[src/rtl/cpu_pkg.sv]
// Shared CPU types and constants.
// Fetch entries pair each instruction with the PC it was fetched from.
package cpu_pkg;

    localparam int XLEN = 32;
    localparam logic [XLEN-1:0] NOP_INSTR = 32'h0000_0013;

    typedef struct packed {
        logic [XLEN-1:0] pc;
        logic [XLEN-1:0] instr;
    } fetch_entry_t;

endpackage

[src/rtl/fetch_fifo.sv]
// Two-entry skid FIFO of fetch entries.
// Acts as the IF/ID pipeline register; the head is read straight from storage.
module fetch_fifo
    import cpu_pkg::*;
(
    input  logic         clk,
    input  logic         reset,
    input  logic         push,
    input  logic         pop,
    input  logic         clear,
    input  fetch_entry_t din,
    output logic [1:0]   count,
    output fetch_entry_t head
);

    fetch_entry_t mem [2];
    logic         wr_ptr;
    logic         rd_ptr;

    // Storage write; entries reset to zero so the idle head shows PC 0.
    always_ff @(posedge clk or posedge reset) begin
        if (reset) begin
            mem[0] <= '0;
            mem[1] <= '0;
        end else if (push && !clear) begin
            mem[wr_ptr] <= din;
        end
    end

    // Pointer and occupancy tracking; clear drops every entry at once.
    always_ff @(posedge clk or posedge reset) begin
        if (reset) begin
            wr_ptr <= 1'b0;
            rd_ptr <= 1'b0;
            count  <= 2'd0;
        end else if (clear) begin
            wr_ptr <= 1'b0;
            rd_ptr <= 1'b0;
            count  <= 2'd0;
        end else begin
            if (push) begin
                wr_ptr <= ~wr_ptr;
            end
            if (pop) begin
                rd_ptr <= ~rd_ptr;
            end
            unique case ({push, pop})
                2'b10:   count <= count + 2'd1;
                2'b01:   count <= count - 2'd1;
                default: count <= count;
            endcase
        end
    end

    // Head is a pure register read, no path from the memory data input.
    always_comb begin
        head = mem[rd_ptr];
    end

    // The issue credit rule must never let a push land on a full FIFO.
    a_no_overflow : assert property (
        @(posedge clk) disable iff (reset)
        (push && !clear) |-> (count != 2'd2 || pop)
    );

    // Popping an empty FIFO would mean id_valid was wrong.
    a_no_underflow : assert property (
        @(posedge clk) disable iff (reset)
        (pop && !clear) |-> (count != 2'd0)
    );

endmodule

[src/rtl/if_id_fetch.sv]
// Fetch stage: issues PCs to a synchronous imem and buffers responses.
// Credit logic keeps at most two instructions buffered or in flight.
module if_id_fetch
    import cpu_pkg::*;
(
    input  logic            clk,
    input  logic            reset,
    input  logic [XLEN-1:0] pc_in,
    input  logic            flush,
    input  logic            stall,
    output logic            pc_en,
    output logic            imem_req,
    output logic [XLEN-1:0] imem_addr,
    input  logic [XLEN-1:0] imem_rdata,
    output logic            id_valid,
    output logic [XLEN-1:0] id_pc,
    output logic [XLEN-1:0] id_pc_plus4,
    output logic [XLEN-1:0] id_instr
);

    logic            pending;
    logic [XLEN-1:0] req_pc;
    logic [1:0]      count;
    logic            pop;
    logic            push;
    logic [2:0]      credit;
    fetch_entry_t    head;
    fetch_entry_t    push_entry;

    // Handshake and issue credit: occupancy after this edge must stay below 2.
    always_comb begin
        pop        = id_valid & ~stall & ~flush;
        credit     = {1'b0, count} + {2'b00, pending} - {2'b00, pop};
        imem_req   = ~reset & ~flush & (credit < 3'd2);
        pc_en      = imem_req | (flush & ~reset);
        imem_addr  = pc_in;
        push       = pending & ~flush;
        push_entry = '{pc: req_pc, instr: imem_rdata};
    end

    // In-flight request tracking; a flush leaves nothing pending.
    always_ff @(posedge clk or posedge reset) begin
        if (reset) begin
            pending <= 1'b0;
            req_pc  <= '0;
        end else begin
            pending <= imem_req;
            if (imem_req) begin
                req_pc <= pc_in;
            end
        end
    end

    fetch_fifo u_fifo (
        .clk   (clk),
        .reset (reset),
        .push  (push),
        .pop   (pop),
        .clear (flush),
        .din   (push_entry),
        .count (count),
        .head  (head)
    );

    // Decode-side outputs; an empty FIFO presents a NOP.
    always_comb begin
        id_valid    = (count != 2'd0);
        id_pc       = head.pc;
        id_pc_plus4 = head.pc + 32'd4;
        id_instr    = id_valid ? head.instr : NOP_INSTR;
    end

endmodule

[config.mk]
export PLATFORM = sky130hd
export DESIGN_NAME = if_id_fetch
export DESIGN_NICKNAME = d
export VERILOG_FILES = /design/src/rtl/cpu_pkg.sv /design/src/rtl/fetch_fifo.sv /design/src/rtl/if_id_fetch.sv
export SDC_FILE = /design/constraint.sdc
export NUM_CORES = 1
export LEC_CHECK = 0
export BUFFER_PORTS_ARGS = -buffer_cell sky130_fd_sc_hd__buf_2
export CAP_MARGIN = 20
export CORE_MARGIN = 10
export CORE_UTILIZATION = 25
export DETAILED_ROUTE_END_ITERATION = 10
export PLACE_DENSITY_LB_ADDON = 0.15
export SETUP_SLACK_MARGIN = 0.2
export SLEW_MARGIN = 10
export SYNTH_ARGS = -nofsm -noshare
export SYNTH_HDL_FRONTEND = slang
export SYNTH_SLANG_ARGS = --single-unit
[constraint.sdc]
create_clock -name clk -period 6.1 [get_ports clk]
set_input_delay 0.61 -clock clk [delete_from_list [all_inputs] [get_ports clk]]
set_output_delay 0.61 -clock clk [all_outputs]
set_load 0.02 [all_outputs]
# == Yosys cells after proc, flatten, opt, wreduce, memory -nomap -nowiden ==
# Cells that the tools add are included.
# classes
n_addsub,5
order_cmp,4
n_eq_ne,2
mux,13
bitwise_logic,14
n_reduce_logical,7
# op_table
cell,n
$mux W64,4
$bwmux W128,1
$demux W64 S1,1
$add A32 B3 Y32 const B,1
$mux W32,1
$and A1 B1 Y1,6
$reduce_bool A2 Y1,3
$not A1 Y1,5
$ge A2 B2 Y1 const B,2
$mux W1,4
$not A1 Y2,2
$pmux W2 S2,1
$add A2 B1 Y3,1
$lt A3 B2 Y1 const B,1
$reduce_bool A3 Y1,1
$sub A3 B1 Y3,1
$add A2 B1 Y2 const B,1
$eq A2 B1 Y1 const B,1
$eq A2 B2 Y1 const B,1
$logic_and A1 B1 Y1,2
$lt A2 B1 Y1 const B,1
$mux W2,1
$sub A2 B1 Y2 const B,1
$logic_not A1 Y1,1
$or A1 B1 Y1,1
# word_totals
regBits,165
in_bits,68
out_inout_bits,131
word_cells,54

# == Longest topological paths before layout ==
# depth
word_depth,7
ltp_mapped,13
ltp_nobuf,10

# == Cells and area by module ==
# A second synthesis with hierarchy kept.
# hier_totals
hier_cells,589
hier_area_um2,8364.3
# modules_own_cells
module,n_inst,cells_each,area_each_um2,seq_area_each_um2
fetch_fifo,1,361,6039.5,3303.2
if_id_fetch,1,228,2324.7,825.8

# == Worst setup path after synthesis ==
# OpenSTA, ideal clock, no wires.
# synth_path
kind,input to output
startpoint,input port reset
endpoint,output port pc_en
t_arrival_ns,4.537
required_time_ns,5.490
setup_slack_ns,0.953
path_stages,2
path_cell_list,inv_1 a21o_1
# synth_via
elab_chain_len,4
elab_cells_between_ends,5
cone_classes,bitwise (5)
# synth_rtl
item,line,rtl
from (decl),if_id_fetch.sv:7,"input logic reset,"
$not A1 Y1 *,"if_id_fetch.sv:34, if_id_fetch.sv:35",
$and A1 B1 Y1 (2 in a row),if_id_fetch.sv:34,imem_req = ~reset & ~flush & (credit < 3'd2);
$or A1 B1 Y1 *,if_id_fetch.sv:35,pc_en = imem_req | (flush & ~reset);
to (decl),if_id_fetch.sv:11,"output logic pc_en,"
# Mark *: on every way between the ends. The rest lies on a longest branch, timed or not.

# == Final worst setup path ==
# layout_path
startpoint,register u_fifo.count[1]
endpoint,output port imem_req
# layout_via
elab_chain_len,6
elab_cells_between_ends,7
cone_classes,add/sub (2); order compare (1); bitwise (3); reduce/logical (1)
# layout_rtl
item,line,rtl
from (decl),fetch_fifo.sv:12,"output logic [1:0] count,"
from (signal assigned),fetch_fifo.sv:48,2'b10: count <= count + 2'd1;
from (signal assigned),fetch_fifo.sv:49,2'b01: count <= count - 2'd1;
from (signal assigned),fetch_fifo.sv:50,default: count <= count;
$reduce_bool A2 Y1,if_id_fetch.sv:67,id_valid = (count != 2'd0);
$and A1 B1 Y1 (2 in a row),if_id_fetch.sv:32,pop = id_valid & ~stall & ~flush;
$sub A3 B1 Y3 *,if_id_fetch.sv:33,"credit = {1'b0, count} + {2'b00, pending} - {2'b00, pop};"
$lt A3 B2 Y1 *,if_id_fetch.sv:34,
$and A1 B1 Y1 *,if_id_fetch.sv:34,
to (decl),if_id_fetch.sv:12,"output logic imem_req,"
# Marks and branches as above.

==> qor.csv <==
metric,value,unit
synth_nets,769,
p_per_area,394.3,nW/um^2
synth_top_area_frac,0.5024,
ys_warn_count,0,
core_area,32450,sq um
synth_edf_count,0,
hpwl,15780,um
final_common_cell,buf_2,
grt_max_degree,102,
relSlewSlack,0.3533,
end_kind,primary output,
wl_per_cell,17.16,um
ant_nets,0,
syn-instance-count,698,
ctsHoldBuffers,0,
yosysTopAreaCell,dfrtp_1,
rsz0062_at_grt,false,
placed_cells,1277,
area_growth,22.00,%
cp.arrival,4.31,ns
synth.area.top_cells,"dfrtp_1, mux2_2, mux2i_1, nand2_1, buf_4",
ir_drop,155.4,uV
synth.distinct_cells,51,
die_w,201.3,um
status,finished clean,
drtIter0Drc,251,
setup_viol,0,
dieHeight,201.3,um
ys_async_sr_fraction,1.000,
ioPinCount,199,
viasPerCell,4.251,
cts_tree,done,
r2r-start,u_fifo.count[1],
final_max_slew_viol_count,0,
crit_type,flop to primary output,
grt_use_met2,0.1718,
clk_path_buf_depth,2,
grt_pass1_wl,35930,um
num_vias,5573,
max_freq,0.2032,GHz
dr.pass1.iters,4,
cap_violations,0,
drc,0,
startpoint,u_fifo.count[1],
globalplace.congestion,0.7196,
nets,925,
worst_clock_skew,0.01480,ns
path_clk_slew,0.08,ns
post-cts-setup-buffers,0,
use_met1,0.1474,
final_cells,1311,
drive_gt1_frac,0.4740,
preCtsSetupSlack,1.444,ns
hp-class,input pin to flop,
final-seq-area,4133,sq um
yosys_register_bits,165,
power,0.003954,W
cts_root_buffer,clkbuf_16,
grt_use_met3,0.03647,
nFillCells,3402,
finalSetupTns,0,ns
synth_seq_area_share,0.5024,
cts_resized,0,
finalHoldViolCount,0,
clock_latency,0.43,ns
grt_pass1_vias,5976,
setup_slack,1.178,ns
numCtsBuffers,17,
cts_num_sinks,165,
tightest_slew,0.9701,ns
critPathRequiredTime,5.49,ns
synth_ff_type,dfrtp_1,
power_leakage,4.857,nW
final_cell_mix,"buf_2, dfrtp_1, mux2_2",
hold_start,pc_in[11],
start_kind,flop,
syn_area,8219,sq um
htree_levels,4,
rows,66,
top_usage_layer,met2,
finalCritPeriodShare,0.8069,
avgSynthCellArea,11.78,sq um
critPathMaxFanout,33,
initial_utilization,0.2533,
min_period,4.922,ns
io_buffers,198,
drt-total-wl,22500,um
multi_input_area,3613,sq um
antenna_found_initial,5,
grt_usage,0.1108,
overflow,0,
die_area,40530,sq um
[worst max-delay path, stage by stage (launching register included)]
cell      delay [ns]
dfrtp_1         0.47
nor2_2          0.11
buf_4           0.37
nor3_1          0.09
ha_1            0.27
nand2b_1        0.15
fa_1            0.38
xnor2_1         0.15
nand3_2         0.56
clkinv_1        0.71
buf_4           0.42
buf_2           0.19
[synthesized netlist by cell type (all sizes together), types with 3 or more instances]
cell,instances
nand3,9
and3,4
xnor2,20
o21ai,3
mux2i,45
nor3,6
dfrtp,165
clkbuf,18
xor2,10
nor4,3
nor2,40
a21oi,6
nand3b,4
nand4,8
mux2,147
nand4b,5
nand2,111
inv,16
buf,51
[power by group]
group | internal [W] | total (W) | switching [W]
registers | 0.00142 | 0.00164 | 0.000225
clock network | 0.000563 | 0.00109 | 0.000526
logic | 0.000536 | 0.00122 | 0.000687
[per-stage QoR]
stage          hold slack, ns    util  cell area (sq um)
2_1_floorplan          0.4582       -               8219
3_3_place_gp           0.4855  0.2902               9419
3_5_place_dp           0.4895  0.2902               9419
4_1_cts                0.3539  0.3088              10020
5_1_grt                0.3695  0.3088              10020
6_report               0.3710  0.3090              10030
[cell type report]
class,count,share of cell area
clock inverter,14,0.01635
inverter,17,0.006863
sequential,165,0.4122
multi-input combinational,447,0.3604
clock buffer,18,0.04380
timing repair buffer,206,0.1048
antenna,2,0.0004991
tap,442,0.05515
[routing by layer]
metal  up-vias  share of wire
met5         -         0.0027
met2       128           0.45
li1       2672              -
met3        18          0.057
met4         6         0.0065
met1      2749           0.48
[cells by family (layout without fill, tap and decap cells)]
logic type,Yosys count,after routing,synth area share
AO/OA/AOI/OAI,21,21,0.02192
XOR/XNOR,30,30,0.03197
adder cells (fa/ha/maj),3,3,0.005480
buffers and inverters,86,255,0.05952
flip-flops,165,165,0.5024
multiplexers,192,192,0.2567
other,0,2,0
AND/OR/NAND/NOR,201,201,0.1221
[path summary, 6_finish.rpt]
| kind | endpoint | slack, ns | cells after the start |
|---|---|---|---|
| max in group asynchronous | req_pc[30] | 4.28 | 3 |
| worst min-delay path | req_pc[11] | 0.37 | 3 |
| worst min register to register | req_pc[24] | 0.50 | 2 |
| worst max register to register | req_pc[0] | 2.15 | 12 |
| worst max-delay path | imem_req | 1.18 | 11 |
| min in group asynchronous | u_fifo.mem[10] | 0.39 | 2 |
[state kept, by name (all words and copies together), names as in the netlist]
register	count
pending	1
u_fifo.count	2
u_fifo.rd_ptr	1
req_pc	32
u_fifo.wr_ptr	1
u_fifo.mem	128
Note: power is estimated with default switching activity, not from simulation.
